==> src/rtl/bnn_dotprod_pkg.sv <==
// Shared types and helpers for the BNN dot-product blocks: FSM states,
// popcount width, and the sign-threshold compare.
package bnn_dotprod_pkg;

  typedef enum logic {
    ACCUM = 1'b0,
    HOLD  = 1'b1
  } state_t;

  function automatic int pop_width(input int n);
    return $clog2(n + 1);
  endfunction

  // Callers zero-extend 2*pop and the (already width-truncated) threshold.
  function automatic logic thresh_ge(input logic [31:0] two_pop, input logic [31:0] thresh);
    return two_pop >= thresh;
  endfunction

endpackage

==> src/rtl/bnn_dotproduct_seq_if.sv <==
// Beat-in / result-out bus of bnn_dotproduct_seq. pcount exists only when
// BNN_DOTPROD_RAW_OUT_EN is defined.
interface bnn_dotproduct_seq_if
  import bnn_dotprod_pkg::*;
#(
  parameter int CHUNK   = 16,
  parameter int NCHUNKS = 4,
  parameter int NCH     = 4
);
  localparam int CW = pop_width(CHUNK * NCHUNKS);

  // Both sides use valid/ready: a transfer happens on a rising clk edge where
  // valid && ready; valid must not wait on ready, ready never depends on valid.
  logic                 in_valid;
  logic                 in_ready;
  logic [CHUNK-1:0]     g_chunk;
  logic [NCH*CHUNK-1:0] e_chunk;
  logic                 out_valid;
  logic                 out_ready;
  logic [NCH-1:0]       o;
`ifdef BNN_DOTPROD_RAW_OUT_EN
  logic [NCH*CW-1:0]    pcount;
`endif

  modport slave (
    input  in_valid, g_chunk, e_chunk, out_ready,
`ifdef BNN_DOTPROD_RAW_OUT_EN
    output pcount,
`endif
    output in_ready, out_valid, o
  );

  modport master (
    output in_valid, g_chunk, e_chunk, out_ready,
`ifdef BNN_DOTPROD_RAW_OUT_EN
    input  pcount,
`endif
    input  in_ready, out_valid, o
  );

endinterface

==> src/rtl/bnn_dotproduct_seq_xnor_popcount_chunk.sv <==
// Combinational XNOR + popcount of one CHUNK-bit activation/weight slice.
module xnor_popcount_chunk #(
  parameter int CHUNK = 16,
  parameter int CW    = 7
) (
  input  logic [CHUNK-1:0] i_g,
  input  logic [CHUNK-1:0] i_e,
  output logic [CW-1:0]    o_pop
);

  logic [CHUNK-1:0] w_match;

  assign w_match = ~(i_g ^ i_e);

  always_comb begin
    o_pop = '0;
    for (int i = 0; i < CHUNK; i++) begin
      o_pop = o_pop + CW'(w_match[i]);
    end
  end

endmodule

==> src/rtl/bnn_dotproduct_seq.sv <==
// Multi-channel sequential XNOR-popcount dot product with sign output.
// Optional raw popcount output: define BNN_DOTPROD_RAW_OUT_EN.
module bnn_dotproduct_seq
  import bnn_dotprod_pkg::*;
#(
  parameter int CHUNK   = 16,
  parameter int NCHUNKS = 4,
  parameter int NCH     = 4,
  parameter int THRESH  = CHUNK * NCHUNKS
) (
  input  logic                  clk,
  input  logic                  rst,
  input  logic                  clr,
  bnn_dotproduct_seq_if.slave   bus,
  output state_t                o_dbg_state
);

  localparam int N  = CHUNK * NCHUNKS;
  localparam int CW = pop_width(N);
  localparam int BW = (NCHUNKS > 1) ? $clog2(NCHUNKS) : 1;
  localparam logic [CW:0] TH_W = THRESH[CW:0];

  state_t          r_state, w_next;
  logic [BW-1:0]   r_beat;
  logic [CW-1:0]   r_acc [NCH];
  logic [CW-1:0]   w_pop [NCH];
  logic [CW-1:0]   w_sum [NCH];
  logic [NCH-1:0]  w_sign;
  logic [NCH-1:0]  r_o;
  logic            w_accept, w_abort, w_take, w_last;

  for (genvar c = 0; c < NCH; c++) begin : g_ch
    xnor_popcount_chunk #(.CHUNK(CHUNK), .CW(CW)) u_pop (
      .i_g   (bus.g_chunk),
      .i_e   (bus.e_chunk[c*CHUNK +: CHUNK]),
      .o_pop (w_pop[c])
    );
    assign w_sum[c]  = r_acc[c] + w_pop[c];
    assign w_sign[c] = thresh_ge(32'({w_sum[c], 1'b0}), 32'(TH_W));
  end

  // HOLD still takes a beat when the result drains in the same cycle.
  assign bus.in_ready = (r_state == ACCUM) || bus.out_ready;
  assign w_accept     = bus.in_valid && bus.in_ready;
  assign w_abort      = (r_state == ACCUM) && clr;
  assign w_take       = w_accept && !w_abort;
  assign w_last       = (r_beat == BW'(NCHUNKS - 1));

  assign bus.out_valid = (r_state == HOLD);
  assign bus.o         = r_o;
  assign o_dbg_state   = r_state;

  always_ff @(posedge clk or posedge rst) begin
    if (rst) r_state <= ACCUM;
    else     r_state <= w_next;
  end

  always_comb begin
    w_next = r_state;
    if (r_state == ACCUM) begin
      if (w_take && w_last) w_next = HOLD;
    end else begin
      if (bus.out_ready) w_next = (w_take && w_last) ? HOLD : ACCUM;
    end
  end

  always_ff @(posedge clk or posedge rst) begin
    if (rst) begin
      r_beat <= '0;
      r_o    <= '0;
      for (int c = 0; c < NCH; c++) r_acc[c] <= '0;
    end else if (w_abort) begin
      r_beat <= '0;
      for (int c = 0; c < NCH; c++) r_acc[c] <= '0;
    end else if (w_take) begin
      if (w_last) begin
        r_beat <= '0;
        r_o    <= w_sign;
        for (int c = 0; c < NCH; c++) r_acc[c] <= '0;
      end else begin
        r_beat <= r_beat + 1'b1;
        for (int c = 0; c < NCH; c++) r_acc[c] <= w_sum[c];
      end
    end
  end

`ifdef BNN_DOTPROD_RAW_OUT_EN
  logic [NCH*CW-1:0] r_pcount;
  logic [NCH*CW-1:0] w_sum_flat;

  for (genvar c = 0; c < NCH; c++) begin : g_flat
    assign w_sum_flat[c*CW +: CW] = w_sum[c];
  end

  always_ff @(posedge clk or posedge rst) begin
    if (rst)                       r_pcount <= '0;
    else if (w_take && w_last)     r_pcount <= w_sum_flat;
  end

  assign bus.pcount = r_pcount;
`endif

endmodule
==> src/flat_wrapper.sv <==
// flat-port wrapper written by rule: the top's interface ports become plain ports
module bnn_dotproduct_seq_flat import bnn_dotprod_pkg::*;
#(
  parameter int CHUNK   = 16,
  parameter int NCHUNKS = 4,
  parameter int NCH     = 4,
  parameter int THRESH  = CHUNK * NCHUNKS
)
  (clk, rst, clr, o_dbg_state, bus_in_valid, bus_g_chunk, bus_e_chunk, bus_out_ready, bus_in_ready, bus_out_valid, bus_o);
  bnn_dotproduct_seq_if #(.CHUNK(CHUNK), .NCHUNKS(NCHUNKS), .NCH(NCH)) bus_i ();
  input  logic clk;
  input  logic rst;
  input  logic clr;
  output state_t o_dbg_state;
  input wire logic [$bits(bus_i.in_valid)-1:0] bus_in_valid;
  input wire logic [$bits(bus_i.g_chunk)-1:0] bus_g_chunk;
  input wire logic [$bits(bus_i.e_chunk)-1:0] bus_e_chunk;
  input wire logic [$bits(bus_i.out_ready)-1:0] bus_out_ready;
  output wire logic [$bits(bus_i.in_ready)-1:0] bus_in_ready;
  output wire logic [$bits(bus_i.out_valid)-1:0] bus_out_valid;
  output wire logic [$bits(bus_i.o)-1:0] bus_o;
  assign bus_i.in_valid = bus_in_valid;
  assign bus_i.g_chunk = bus_g_chunk;
  assign bus_i.e_chunk = bus_e_chunk;
  assign bus_i.out_ready = bus_out_ready;
  assign bus_in_ready = bus_i.in_ready;
  assign bus_out_valid = bus_i.out_valid;
  assign bus_o = bus_i.o;
  bnn_dotproduct_seq #(.CHUNK(CHUNK), .NCHUNKS(NCHUNKS), .NCH(NCH), .THRESH(THRESH)) u_core (.clk(clk), .rst(rst), .clr(clr), .bus(bus_i), .o_dbg_state(o_dbg_state));
endmodule
==> config.mk <==
export PLATFORM = sky130hd
export DESIGN_NAME = bnn_dotproduct_seq_flat
export DESIGN_NICKNAME = d
export VERILOG_FILES = /design/src/rtl/bnn_dotprod_pkg.sv /design/src/rtl/bnn_dotproduct_seq_if.sv /design/src/rtl/bnn_dotproduct_seq_xnor_popcount_chunk.sv /design/src/rtl/bnn_dotproduct_seq.sv /design/src/flat_wrapper.sv
export SDC_FILE = /design/constraint.sdc
export NUM_CORES = 1
export LEC_CHECK = 0
export BUFFER_PORTS_ARGS = -buffer_cell sky130_fd_sc_hd__buf_2
export CAP_MARGIN = 20
export CORE_MARGIN = 2
export CORE_UTILIZATION = 61
export DETAILED_ROUTE_END_ITERATION = 8
export HOLD_SLACK_MARGIN = 0.06
export PLACE_DENSITY = 0.95
export SLEW_MARGIN = 30
export SYNTH_ARGS = -nofsm -noshare
export SYNTH_HDL_FRONTEND = slang
export SYNTH_HIERARCHICAL = 1
export SYNTH_SLANG_ARGS = --single-unit
export TNS_END_PERCENT = 10
==> constraint.sdc <==
create_clock -name clk -period 3.53 [get_ports clk]
set_clock_uncertainty 0.05 [all_clocks]
set_input_delay 0.1765 -clock clk [delete_from_list [all_inputs] [get_ports clk]]
set_output_delay 0.1765 -clock clk [all_outputs]
set_load 0.01 [all_outputs]
# After elaboration in Yosys (flattened, before gate mapping)
# Cells that the tools add are included.
[word_totals]
ff_bits = 35
inputBits = 85
out_inout_bits = 7
wordCells = 104
[classes]
n_addsub = 65
magnitude_cmp = 4
eq_ne = 1
mux = 9
bitwise_logic = 10
reduce_logical = 8
[op_table]
columns = ["operator", "n"]
rows = [
  ["$add A7 B1 Y7", 36],
  ["$mux W28", 3],
  ["$not A16 Y16", 4],
  ["$xor A16 B16 Y16", 4],
  ["$ge A8 B7 Y1 const B", 4],
  ["$add A6 B1 Y7", 4],
  ["$add A7 B7 Y7", 4],
  ["$add A5 B1 Y6", 4],
  ["$add A4 B1 Y5", 4],
  ["$add A3 B1 Y4", 4],
  ["$add A2 B1 Y3", 4],
  ["$add A1 B1 Y2", 4],
  ["$mux W2", 3],
  ["$logic_and A1 B1 Y1", 4],
  ["$mux W1", 3],
  ["$reduce_and A3 Y1", 1],
  ["$add A2 B1 Y2 const B", 1],
  ["$eq A2 B2 Y1 const B", 1],
  ["$not A1 Y1", 2],
  ["$reduce_bool A2 Y1", 1],
  ["$logic_not A1 Y1", 1],
  ["$logic_or A1 B1 Y1", 1],
]

# Longest topological paths before layout
[depth]
depth_word = 21
depth_mapped = 19
mapped_depth_nobuf = 19

# Modules after synthesis
# The synthesis kept the hierarchy.
[modules_own_cells]
columns = ["mod", "instances", "cells_each", "area_per_inst_um2", "seq_area_each_um2"]
rows = [
  ["bnn_dotproduct_seq", 1, 236, 2323.5, 875.8],
  ["xnor_popcount_chunk", 4, 49, 500.5, 0.0],
]

# Worst setup path before layout
# Ideal clock, no wire load.
[synth_path]
path_kind = "input-to-reg"
start = "input bus_e_chunk[3]"
end = "register u_core.r_o[0] (netlist: u_core/bus.o[0])"
setup_ns = 0.124
arrival_ns = 4.374
required_time_ns = 3.356
setup_slack_ns = -1.018
cell_stages = 15
path_buffers = 0
path_cell_list = "xor2_1 -> fa_1 -> fa_1 -> fa_1 -> inv_1 -> fa_1 -> ha_1 -> fa_1 -> xor2_1 -> ha_1 -> nor2b_1 -> o31a_1 -> o32ai_1 -> a311oi_1 -> o31a_1"
[synth_rtl]
columns = ["item", "line_no", "rtl"]
rows = [
  ["start, declared", "flat_wrapper.sv:17", "input wire logic [$bits(bus_i.e_chunk)-1:0] bus_e_chunk;"],
  ["end signal, assigned", "bnn_dotproduct_seq.sv:78", "r_o <= w_sign;"],
  ["end, declared", "bnn_dotproduct_seq.sv:29", "logic [NCH-1:0] r_o;"],
]

==> Implementation_results.wiki <==
{| class="wikitable"
! Metric !! Value
|-
| Final worst-path setup slack || -1.21 ns
|-
| Clock Sinks || 35
|-
| Die outline area || 7780 um2
|-
| Growth of design area from synthesis to finish || 31.4%
|-
| Worst Hold Class || in2reg
|-
| Power Density || 1210 nW/um2
|-
| Starting density of the core || 0.633
|-
| Period utilization || 1.34
|-
| Proportion of synthesized area in mux cells || 0
|-
| Num rows || 30
|-
| Average size of a mapped cell || 10.0 um2
|-
| Count of routing violations after the opening detailed-route iteration || 428
|-
| Post-Route Setup TNS || -24.47 ns
|-
| Total of flip-flops plus latches after synthesis || 35
|-
| Sort of element at the start of the critical path || input pin
|-
| Final routed wirelength across all metal layers || 15,100 um
|-
| Gate Count Post-Synth || 432
|-
| Violated checks || setup timing
|-
| Clk Latency, worst-skew pair || 0.30 ns
|-
| Cells after DPL || 636
|-
| Status || finished with violations
|-
| CP Capture Type || register
|-
| Maximum vdd drop || 874 uV
|-
| Total standard cell area after synthesis || 4330 um2
|-
| Clock buffer depth || 2
|-
| Estimated wirelength of the detail-placed design || 9570 um
|-
| Top Ports || 92
|-
| Classification of the worst setup path || in2reg
|-
| Fillcell total || 352
|-
| Total count of max-transition violations in the final report || 0
|-
| Post-synthesis share of cell area spent on and, or, nand and nor gates || 0.0607
|-
| Number of antenna violations at the first check in global routing || 1
|-
| Synth Area in Compound Gates || 0.156
|-
| Vias after detailed routing || 4,052
|-
| Worst hold slack || 0.159 ns
|-
| Slew at the pin with the worst max-slew slack || 0.808 ns
|-
| Chip width || 88.2 um
|-
| Via/cell ratio || 6.19
|-
| Number of global-route vias before repair || 4,298
|-
| Max-cap violations || 0
|-
| Remaining design rule violation count || 0
|-
| Count of distinct cell types in the synthesized netlist || 30
|-
| Post-synthesis sequential area ratio || 0.202
|-
| Critical Path RT || 3.66 ns
|-
| Global route overflow || 0
|-
| F_max || 211 MHz
|-
| Worst max-slew margin expressed relative to the limit || 0.460
|-
| Parity-gate share of the synthesized area counting xor and xnor cells || 0.178
|-
| Min Clock Period, post-route || 4.74 ns
|-
| Number of port buffers || 91
|-
| GP Congestion || 0.863
|-
| Final setup violation count || 28
|-
| Wire length of the first global-routing pass || 20,500 um
|-
| Arrival time of data at the critical path endpoint || 4.88 ns
|-
| Largest family of logic cells by synthesized area || adder cells
|-
| Leakage power figure || 2.79 nW
|-
| Setup repair after global routing missed its margin || yes
|-
| Tot Pwr || 6.88 mW
|-
| Worst-path fanout max || 4
|-
| Register-to-Register Setup Slack || 1.42 ns
|-
| Final ANT Viol Nets || 0
|-
| Fraction of final layout cells with drive strength greater than 1 || 0.366
|-
| DIE HEIGHT || 88.2 um
|-
| Htree depth || 2
|-
| Net total in the final layout || 731
|-
| Aggregate global-route resource usage || 0.358
|-
| Clock-pin slew on the worst setup and hold paths || 0.07 ns
|-
| Drt wl/cell || 23.1 um
|-
| Post-Place Worst Slack || -1.48 ns
|-
| Root Buffer || sky130_fd_sc_hd__clkbuf_8
|-
| TritonCTS clock tree || built
|-
| Iteration count of the initial detailed-routing pass || 5
|-
| Synth warn || 6
|-
| Maximum number of pins on one net before global-route repair || 36
|-
| Final number of hold-violating endpoints || 0
|-
| Total clock buffers created by CTS || 5
|-
| Number of non-filler instances in the completed layout || 655
|-
| Adder and majority gate portion of the synthesized area || 0.334
|-
| Area of the placeable core || 6830 um2
|}
## final timing paths
kind,startpoint,end,cells after the start
worst max register to register,u_core/r_acc[14],u_core/r_acc[20],8
worst min-delay path,bus_in_valid,u_core/r_beat[1],2
min in group asynchronous,rst,u_core/r_acc[13],4
worst min register to register,u_core/r_acc[23],u_core/r_acc[23],2
max in group asynchronous,rst,u_core/r_acc[25],4
worst max-delay path,bus_g_chunk[1],u_core/bus.o[0],18
## placed cells by master (no fill, tap or decap), types with 12 or more instances in the layout
cell type,Yosys,final
sky130_fd_sc_hd__o21ai_0,22,12
sky130_fd_sc_hd__fa_1,44,35
sky130_fd_sc_hd__xor2_1,36,26
sky130_fd_sc_hd__ha_1,45,40
sky130_fd_sc_hd__a22o_1,15,15
sky130_fd_sc_hd__dfrtp_1,35,35
sky130_fd_sc_hd__inv_1,50,46
sky130_fd_sc_hd__xnor2_1,52,37
sky130_fd_sc_hd__buf_4,10,37
sky130_fd_sc_hd__buf_2,3,81
sky130_fd_sc_hd__nand2_1,24,24
sky130_fd_sc_hd__a21oi_1,18,12
sky130_fd_sc_hd__xnor2_2,0,12
## stage by stage
stage          instance area (um2)  utilization
6_report                      5680        0.832
2_1_floorplan                 4430            -
3_3_place_gp                  5120        0.749
5_1_grt                       5680        0.832
4_1_cts                       5450        0.797
3_5_place_dp                  5130        0.750
## state kept, by name (all words and copies together) (netlist names)
| signal | count |
|---|---|
| u_core/r_acc | 28 |
| u_core/bus.o | 4 |
| u_core/r_beat | 2 |
| u_core/bus.out_valid | 1 |
## worst max-delay path, stage by stage
cell and delay, ns:
sky130_fd_sc_hd__buf_6 0.13, sky130_fd_sc_hd__xnor2_4 0.25, sky130_fd_sc_hd__fa_2 0.51, sky130_fd_sc_hd__fa_1 0.61, sky130_fd_sc_hd__inv_1 0.07, sky130_fd_sc_hd__fa_1 0.53
sky130_fd_sc_hd__inv_2 0.07, sky130_fd_sc_hd__fa_1 0.42, sky130_fd_sc_hd__ha_1 0.31, sky130_fd_sc_hd__a21o_1 0.17, sky130_fd_sc_hd__a21oi_2 0.17, sky130_fd_sc_hd__xnor2_1 0.22
sky130_fd_sc_hd__ha_1 0.35, sky130_fd_sc_hd__o21a_1 0.19, sky130_fd_sc_hd__o31a_1 0.15, sky130_fd_sc_hd__o32ai_2 0.16, sky130_fd_sc_hd__a311oi_2 0.08, sky130_fd_sc_hd__o31a_1 0.30
## power by group
part / leakage [nW] / switching [mW] / internal, mW
Combinational: 2.27 / 3.20 / 2.73
Sequential: 0.465 / 0.0719 / 0.511
Clock: 0.0581 / 0.162 / 0.210
Total: 2.79 / 3.44 / 3.45
## what timing repair did
item,CTS,global route
resized for setup,35,43
setup buffers,3,5
pin swaps,37,24
hold endpoints to repair,36,0
endpoints found under the setup margin,28,28
gates cloned,0,0
hold buffers,2,0
## cell type report
cell class | count | area [um2] | area share
sequential | 35 | 876 | 0.154
multi-input combinational | 337 | 3580 | 0.631
clock inverter | 3 | 43.8 | 0.00771
timing repair buffer | 128 | 800 | 0.141
inverter | 50 | 188 | 0.0330
antenna | 1 | 2.50 | 0.000440
tap | 96 | 120 | 0.0211
clock buffer | 5 | 68.8 | 0.0121
## cell families after synthesis
family | count (synthesis)
AOI/OAI and AO/OA | 97
other | 4
buffers and inverters | 64
and+or+nand+nor | 55
adders and majority gates | 89
xor gates and xnor gates | 88
DFF | 35
## Yosys cell counts
| cell type | instances | area, um2 |
|---|---|---|
| sky130_fd_sc_hd__clkbuf_1 | 1 | 3.75 |
| sky130_fd_sc_hd__nand2_1 | 24 | 90.1 |
| sky130_fd_sc_hd__or2_2 | 1 | 6.26 |
| sky130_fd_sc_hd__nor2b_1 | 8 | 50.1 |
| sky130_fd_sc_hd__a22o_2 | 1 | 10.0 |
| sky130_fd_sc_hd__buf_2 | 3 | 15.0 |
| sky130_fd_sc_hd__a21oi_1 | 18 | 90.1 |
| sky130_fd_sc_hd__fa_1 | 44 | 881 |
| sky130_fd_sc_hd__o31a_1 | 8 | 70.1 |
| sky130_fd_sc_hd__nand4_1 | 1 | 6.26 |
| sky130_fd_sc_hd__a311oi_1 | 5 | 43.8 |
| sky130_fd_sc_hd__a211oi_1 | 4 | 30.0 |
| sky130_fd_sc_hd__nand3_1 | 5 | 25.0 |
| sky130_fd_sc_hd__nand2b_1 | 6 | 37.5 |
| sky130_fd_sc_hd__o21ai_0 | 22 | 110 |
| sky130_fd_sc_hd__dfrtp_1 | 35 | 876 |
| sky130_fd_sc_hd__a22o_1 | 15 | 131 |
| sky130_fd_sc_hd__buf_4 | 10 | 75.1 |
| sky130_fd_sc_hd__ha_1 | 45 | 563 |
| sky130_fd_sc_hd__xor2_1 | 36 | 315 |
| sky130_fd_sc_hd__o21bai_1 | 4 | 30.0 |
| sky130_fd_sc_hd__a21o_1 | 8 | 60.1 |
| sky130_fd_sc_hd__xnor2_1 | 52 | 455 |
| sky130_fd_sc_hd__o32ai_1 | 4 | 35.0 |
| sky130_fd_sc_hd__o21a_1 | 4 | 30.0 |
| sky130_fd_sc_hd__a21oi_2 | 4 | 35.0 |
| sky130_fd_sc_hd__nor2_1 | 6 | 22.5 |
| sky130_fd_sc_hd__conb_1 | 4 | 15.0 |
| sky130_fd_sc_hd__inv_1 | 50 | 188 |
| sky130_fd_sc_hd__or3_1 | 4 | 25.0 |
## routing by layer
| metal | vias to the layer above | GRT usage | part of all wire |
|---|---|---|---|
| met3 | 136 | 0.0877 | 0.072 |
| met1 | 1956 | 0.370 | 0.31 |
| met4 | 0 | 0.222 | 0.10 |
| met2 | 278 | 0.647 | 0.52 |
| met5 | - | 0 | 0 |
| li1 | 1682 | - | - |
Note: power is estimated with default switching activity, not from simulation.
